<file path="src/rtl/wb_port_arbiter.sv">
// wb_port_arbiter: shares the register-file write port between pipeline write-back and buffered load responses.
// Optional define WB_FAIR_EN: alternate contested grants between the load buffer and the pipeline.
module wb_port_arbiter #(
    parameter int XLEN       = 32,
    parameter int REG_ADDR_W = 5,
    parameter int LQ_DEPTH   = 2
) (
    input  logic                  clk,
    input  logic                  reset,
    input  logic                  pipe_valid,
    input  logic [REG_ADDR_W-1:0] pipe_rd,
    input  logic [XLEN-1:0]       pipe_data,
    output logic                  pipe_ready,
    input  logic                  ld_issue_valid,
    input  logic [REG_ADDR_W-1:0] ld_issue_rd,
    output logic                  ld_issue_ready,
    input  logic                  ld_rsp_valid,
    input  logic [REG_ADDR_W-1:0] ld_rsp_rd,
    input  logic [XLEN-1:0]       ld_rsp_data,
    output logic                  ld_rsp_ready,
    input  logic [REG_ADDR_W-1:0] rs1_addr,
    input  logic [REG_ADDR_W-1:0] rs2_addr,
    output logic                  hazard,
    output logic                  rf_we,
    output logic [REG_ADDR_W-1:0] rf_waddr,
    output logic [XLEN-1:0]       rf_wdata
);

    localparam int NREGS = 1 << REG_ADDR_W;
    localparam int PTR_W = $clog2(LQ_DEPTH);
    localparam logic [PTR_W-1:0] PTR_ONE  = PTR_W'(1'b1);
    localparam logic [PTR_W:0]   CNT_ONE  = (PTR_W + 1)'(1'b1);
    localparam logic [PTR_W:0]   CNT_FULL = (PTR_W + 1)'(LQ_DEPTH);

    logic [REG_ADDR_W-1:0] lq_rd_r   [LQ_DEPTH];
    logic [XLEN-1:0]       lq_data_r [LQ_DEPTH];
    logic [PTR_W-1:0]      wr_ptr_r;
    logic [PTR_W-1:0]      rd_ptr_r;
    logic [PTR_W:0]        count_r;
    logic [NREGS-1:0]      pending_r;
    logic                  rf_we_r;
    logic [REG_ADDR_W-1:0] rf_waddr_r;
    logic [XLEN-1:0]       rf_wdata_r;
`ifdef WB_FAIR_EN
    logic                  last_load_r;
`endif

    logic                  full_s;
    logic                  empty_s;
    logic                  pipe_elig_s;
    logic                  contested_s;
    logic                  load_win_s;
    logic                  pipe_win_s;
    logic                  enq_s;
    logic                  issue_acc_s;
    logic [REG_ADDR_W-1:0] head_rd_s;
    logic [XLEN-1:0]       head_data_s;
    logic [REG_ADDR_W-1:0] win_rd_s;
    logic [XLEN-1:0]       win_data_s;
    logic [NREGS-1:0]      clr_mask_s;
    logic [NREGS-1:0]      set_mask_s;
    logic [NREGS-1:0]      pending_nxt_s;

    assign full_s      = (count_r == CNT_FULL);
    assign empty_s     = (count_r == {(PTR_W + 1){1'b0}});
    assign head_rd_s   = lq_rd_r[rd_ptr_r];
    assign head_data_s = lq_data_r[rd_ptr_r];

    // Handshakes are withheld during reset so nothing is accepted into state that is being cleared.
    assign ld_rsp_ready   = !full_s && !reset;
    assign ld_issue_ready = !pending_r[ld_issue_rd] && !reset;
    assign hazard         = (pending_r[rs1_addr] || pending_r[rs2_addr]) && !reset;
    assign pipe_ready     = pipe_win_s;
    assign enq_s          = ld_rsp_valid && ld_rsp_ready;
    assign issue_acc_s    = ld_issue_valid && ld_issue_ready;

    // Winner selection between the buffered load head and the pipeline result
    always_comb begin
        pipe_elig_s = pipe_valid && !pending_r[pipe_rd] && !reset;
        contested_s = !empty_s && pipe_elig_s;
        load_win_s  = 1'b0;
        pipe_win_s  = 1'b0;
        if (reset) begin
            load_win_s = 1'b0;
            pipe_win_s = 1'b0;
        end else if (contested_s) begin
`ifdef WB_FAIR_EN
            load_win_s = !last_load_r;
`else
            load_win_s = 1'b1;
`endif
            pipe_win_s = !load_win_s;
        end else begin
            load_win_s = !empty_s;
            pipe_win_s = pipe_elig_s;
        end
        if (load_win_s) begin
            win_rd_s   = head_rd_s;
            win_data_s = head_data_s;
        end else begin
            win_rd_s   = pipe_rd;
            win_data_s = pipe_data;
        end
    end

    // Scoreboard update: clear on load win, then set on issue so a same-index set wins
    always_comb begin
        clr_mask_s              = {NREGS{1'b0}};
        set_mask_s              = {NREGS{1'b0}};
        clr_mask_s[head_rd_s]   = load_win_s;
        set_mask_s[ld_issue_rd] = issue_acc_s && (ld_issue_rd != {REG_ADDR_W{1'b0}});
        pending_nxt_s           = (pending_r & ~clr_mask_s) | set_mask_s;
    end

    // Load buffer payload storage
    always_ff @(posedge clk) begin
        if (enq_s) begin
            lq_rd_r[wr_ptr_r]   <= ld_rsp_rd;
            lq_data_r[wr_ptr_r] <= ld_rsp_data;
        end
    end

    // Load buffer pointers and occupancy
    always_ff @(posedge clk) begin
        if (reset) begin
            wr_ptr_r <= {PTR_W{1'b0}};
            rd_ptr_r <= {PTR_W{1'b0}};
            count_r  <= {(PTR_W + 1){1'b0}};
        end else begin
            if (enq_s) begin
                wr_ptr_r <= wr_ptr_r + PTR_ONE;
            end
            if (load_win_s) begin
                rd_ptr_r <= rd_ptr_r + PTR_ONE;
            end
            case ({enq_s, load_win_s})
                2'b10:   count_r <= count_r + CNT_ONE;
                2'b01:   count_r <= count_r - CNT_ONE;
                default: count_r <= count_r;
            endcase
        end
    end

    // Scoreboard and registered register-file write; rd=0 winners are consumed without a write
    always_ff @(posedge clk) begin
        if (reset) begin
            pending_r  <= {NREGS{1'b0}};
            rf_we_r    <= 1'b0;
            rf_waddr_r <= {REG_ADDR_W{1'b0}};
            rf_wdata_r <= {XLEN{1'b0}};
        end else begin
            pending_r <= pending_nxt_s;
            rf_we_r   <= (load_win_s || pipe_win_s) && (win_rd_s != {REG_ADDR_W{1'b0}});
            if (load_win_s || pipe_win_s) begin
                rf_waddr_r <= win_rd_s;
                rf_wdata_r <= win_data_s;
            end
        end
    end

`ifdef WB_FAIR_EN
    // Remember which source took the last contested grant
    always_ff @(posedge clk) begin
        if (reset) begin
            last_load_r <= 1'b0;
        end else if (contested_s) begin
            last_load_r <= load_win_s;
        end
    end
`endif

    assign rf_we    = rf_we_r;
    assign rf_waddr = rf_waddr_r;
    assign rf_wdata = rf_wdata_r;

endmodule

</file>
<file path="config.mk">
export PLATFORM = sky130hd
export DESIGN_NAME = wb_port_arbiter
export DESIGN_NICKNAME = d
export VERILOG_FILES = /design/src/rtl/wb_port_arbiter.sv
export SDC_FILE = /design/constraint.sdc
export NUM_CORES = 1
export LEC_CHECK = 0
export ABC_AREA = 1
export CAP_MARGIN = 20
export CORE_UTILIZATION = 25
export DETAILED_ROUTE_END_ITERATION = 6
export PLACE_DENSITY = 0.56
export SYNTH_ARGS = -nofsm -noshare
export SYNTH_HDL_FRONTEND = slang
export SYNTH_SLANG_ARGS = --single-unit
</file>
<file path="constraint.sdc">
create_clock -name clk -period 6 [get_ports clk]
set_clock_uncertainty 0.2 [all_clocks]
set_input_delay 0.9 -clock clk [delete_from_list [all_inputs] [get_ports clk]]
set_output_delay 0.9 -clock clk [all_outputs]
set_load 0.1 [all_outputs]
</file>
==> impl_metrics.env <==
export IMPL_syn_cell_area_um2=7830
export IMPL_antenna_found_initial=4
export IMPL_drv_slew=0
export IMPL_cts_root_buf="clkbuf_16"
export IMPL_p_total_mw=3.37
export IMPL_p_sw_share_pct=40.2
export IMPL_wire_per_inst_um=15.2
export IMPL_crit_path_max_incr_delay_ns=0.90
export IMPL_drc=0
export IMPL_fill_cells=3263
export IMPL_placed_area_um2=9440
export IMPL_fin_crit_ns=4.42
export IMPL_dr_pass1_iters=5
export IMPL_crit_path_end_kind="output port"
export IMPL_grt_ovfl_total=0
export IMPL_post_route_period_util_pct=73.6
export IMPL_yosys_warnings=0
export IMPL_hold_slack_ns=0.258
export IMPL_p_clk_share_pct=31.6
export IMPL_yosysSeqAreaShare_pct=47.5
export IMPL_final_area_um2=10000
export IMPL_required_ns=4.90
export IMPL_worstPathArrival_ns=3.32
export IMPL_finalWorstSetupSlack_ns=1.58
export IMPL_setup_viol=0
export IMPL_cp_max_fo=23
export IMPL_worst_slew_pin_slew_ns=1.10
export IMPL_setup_tns_ns=0
export IMPL_cts_buffers=17
export IMPL_cts_setup_buffers=0
export IMPL_syn_num_nets=1168
export IMPL_max_cap_viol_count=0
export IMPL_p_per_area_nw_per_um2=335
export IMPL_ctsResizeCount=0
export IMPL_htreeDepth=4
export IMPL_p_int_mw=2.01
export IMPL_hpwl_mm=16.8
export IMPL_cts_tree="done"
export IMPL_hold_viol=0
export IMPL_wirelength_mm=24.0
export IMPL_rsz0062_at_grt="false"
export IMPL_placed_cells_incl_taps=1550
export IMPL_synth_seq_cells=149
export IMPL_core_area_um2=30700
export IMPL_maxSlewHeadroom_pct=25.7
export IMPL_numClockSinks=149
export IMPL_power_switching_mw=1.35
export IMPL_power_frac_comb_pct=32.9
export IMPL_critPathKind="primary input to output port"
export IMPL_area_growth_pct=28.3
export IMPL_clock_fmax_ghz=0.226
export IMPL_final_cells=1584
export IMPL_cp_slowest_cell="clkdlybuf4s50_1"
export IMPL_status="finished clean"
export IMPL_io_pins=136
export IMPL_path_cells="clkdlybuf4s50_1, clkinv_1, a21oi_1, o21ai_0, nand3_1, nand3_1, nand2_1, inv_1, o21ai_0, nor2_1, nor2_1, buf_4"
export IMPL_grt_pass1_vias=6667
export IMPL_viasPerCell=4.61
export IMPL_seqPwrFrac_pct=35.5
export IMPL_clk_pin_slew_ns=0.07
export IMPL_ctsHoldBuffers=0
export IMPL_syn_avg_cell_area_um2=7.30
export IMPL_drive_gt1_share_pct=4.72
export IMPL_grt_usage_pct=15.2
export IMPL_grt_max_degree=100
export IMPL_num_vias=7308
export IMPL_ant_nets=0
export IMPL_drtIter0Drc=662
export IMPL_ir_drop_uv=206
export IMPL_fin_util_pct=32.8
export IMPL_cts_buffer_depth=2
export IMPL_gp_congestion=0.933
export IMPL_die_h_um=179
export IMPL_syn_inst=1073
export IMPL_core_rowCount=64
export IMPL_dp_slack_ns=1.62
export IMPL_nets=1268
export IMPL_ys_types=25
export IMPL_leakage_nw=4.01
export IMPL_die_w_um=179
export IMPL_start_kind="primary input"
export IMPL_grt_pass1_wl_mm=37.1
export IMPL_port_buffers=135
export IMPL_clk_latency_ns=0.43
export IMPL_min_path_type="flip-flop to flip-flop"
export IMPL_start_util_pct=25.5
export IMPL_die_area_um2=32000
power by group through the flow:
stage / combinational (mW) / clock [mW] / sequential (mW)
floorplan: 0.460 / 0 / 1.57
global placement: 1.11 / 0 / 1.22
detailed placement: 1.11 / 0 / 1.22
CTS: 1.12 / 1.09 / 1.20
global route: 1.21 / 1.13 / 1.21
finish: 1.11 / 1.06 / 1.20
cell families after synthesis:
logic type                 Yosys count  synth area share [%]
AOI/OAI and AO/OA                  250                  16.3
and+or+nand+nor                    464                  24.7
DFF                                149                  47.5
buffers and inverters              209                  11.3
adders and majority gates            1                 0.160
worst paths after layout:
kind	start	end	slack [ns]	depth (start not counted)
setup / recovery	rs1_addr[0]	hazard	1.58	12
hold / removal	rd_ptr_r	flip-flop	0.26	1
setup reg to reg	flip-flop	pending_r[1]	3.36	5
hold reg to reg	rd_ptr_r	flip-flop	0.26	1
layer usage:
metal	GRT usage, %	share of wire [%]	wire length, um	up-vias
met5	0	0.096	23	-
met4	5.97	2.8	682	4
met3	4.07	6.9	1660	44
met2	23.6	45	10900	221
met1	20.1	45	10800	3312
li1	-	-	-	3727
synth_stat cells:
master    count  area [um2]
buf_2        11        55.1
nor4_1        1        6.26
nor3_1        7        35.0
inv_2         5        18.8
nor2_1       90         338
buf_1         8        30.0
o211ai_2      1        12.5
nor2_2        1        6.26
edfxtp_1     74        2220
nand3b_1      1        7.51
clkbuf_1     29         109
buf_4         2        15.0
o21ai_1       6        30.0
a21oi_1      98         490
nor2_4        1        11.3
o21ai_0     138         691
dfxtp_1      75        1500
ha_1          1        12.5
nand3_2       1        10.0
inv_1       141         529
buf_6        11         124
nand3_1     127         636
o211ai_1      7        52.6
clkinv_1      2        7.51
nand2_1     235         882
cell type report:
cell class,instances,area [um2],area share (%)
Clock buffer,17,425,4.23
Sequential cell,149,3720,37.1
Inverter,148,558,5.55
Multi-Input combinational cell,715,3240,32.2
Tap cell,396,495,4.93
Clock inverter,15,181,1.81
Timing Repair Buffer,142,1420,14.1
Antenna cell,2,5.00,0.0498
state kept, by name, summed over array words and instances (netlist names), named ones only:
name,count
count_r,2
lq_rd_r,10
rd_ptr_r,1
rf_waddr,5
rf_we,1
pending_r,32
rf_wdata,32
lq_data_r,64
wr_ptr_r,1
placed cells by master, fill, tap and decap left out, types with 9 or more instances in the layout:
| cell type | n |
|---|---|
| nor2_1 | 88 |
| buf_4 | 9 |
| dfxtp_1 | 74 |
| edfxtp_1 | 74 |
| a21oi_1 | 98 |
| clkdlybuf4s50_1 | 131 |
| inv_1 | 141 |
| clkbuf_16 | 17 |
| nand3_1 | 127 |
| o21ai_0 | 138 |
| nand2_1 | 234 |
critical path, delay by kind of cell:
family	cells	cell delay, ns
compound gates	3	0.44
simple gates	5	0.35
buf+inv	4	1.61
No activity file was read; power rests on OpenSTA's default activity.
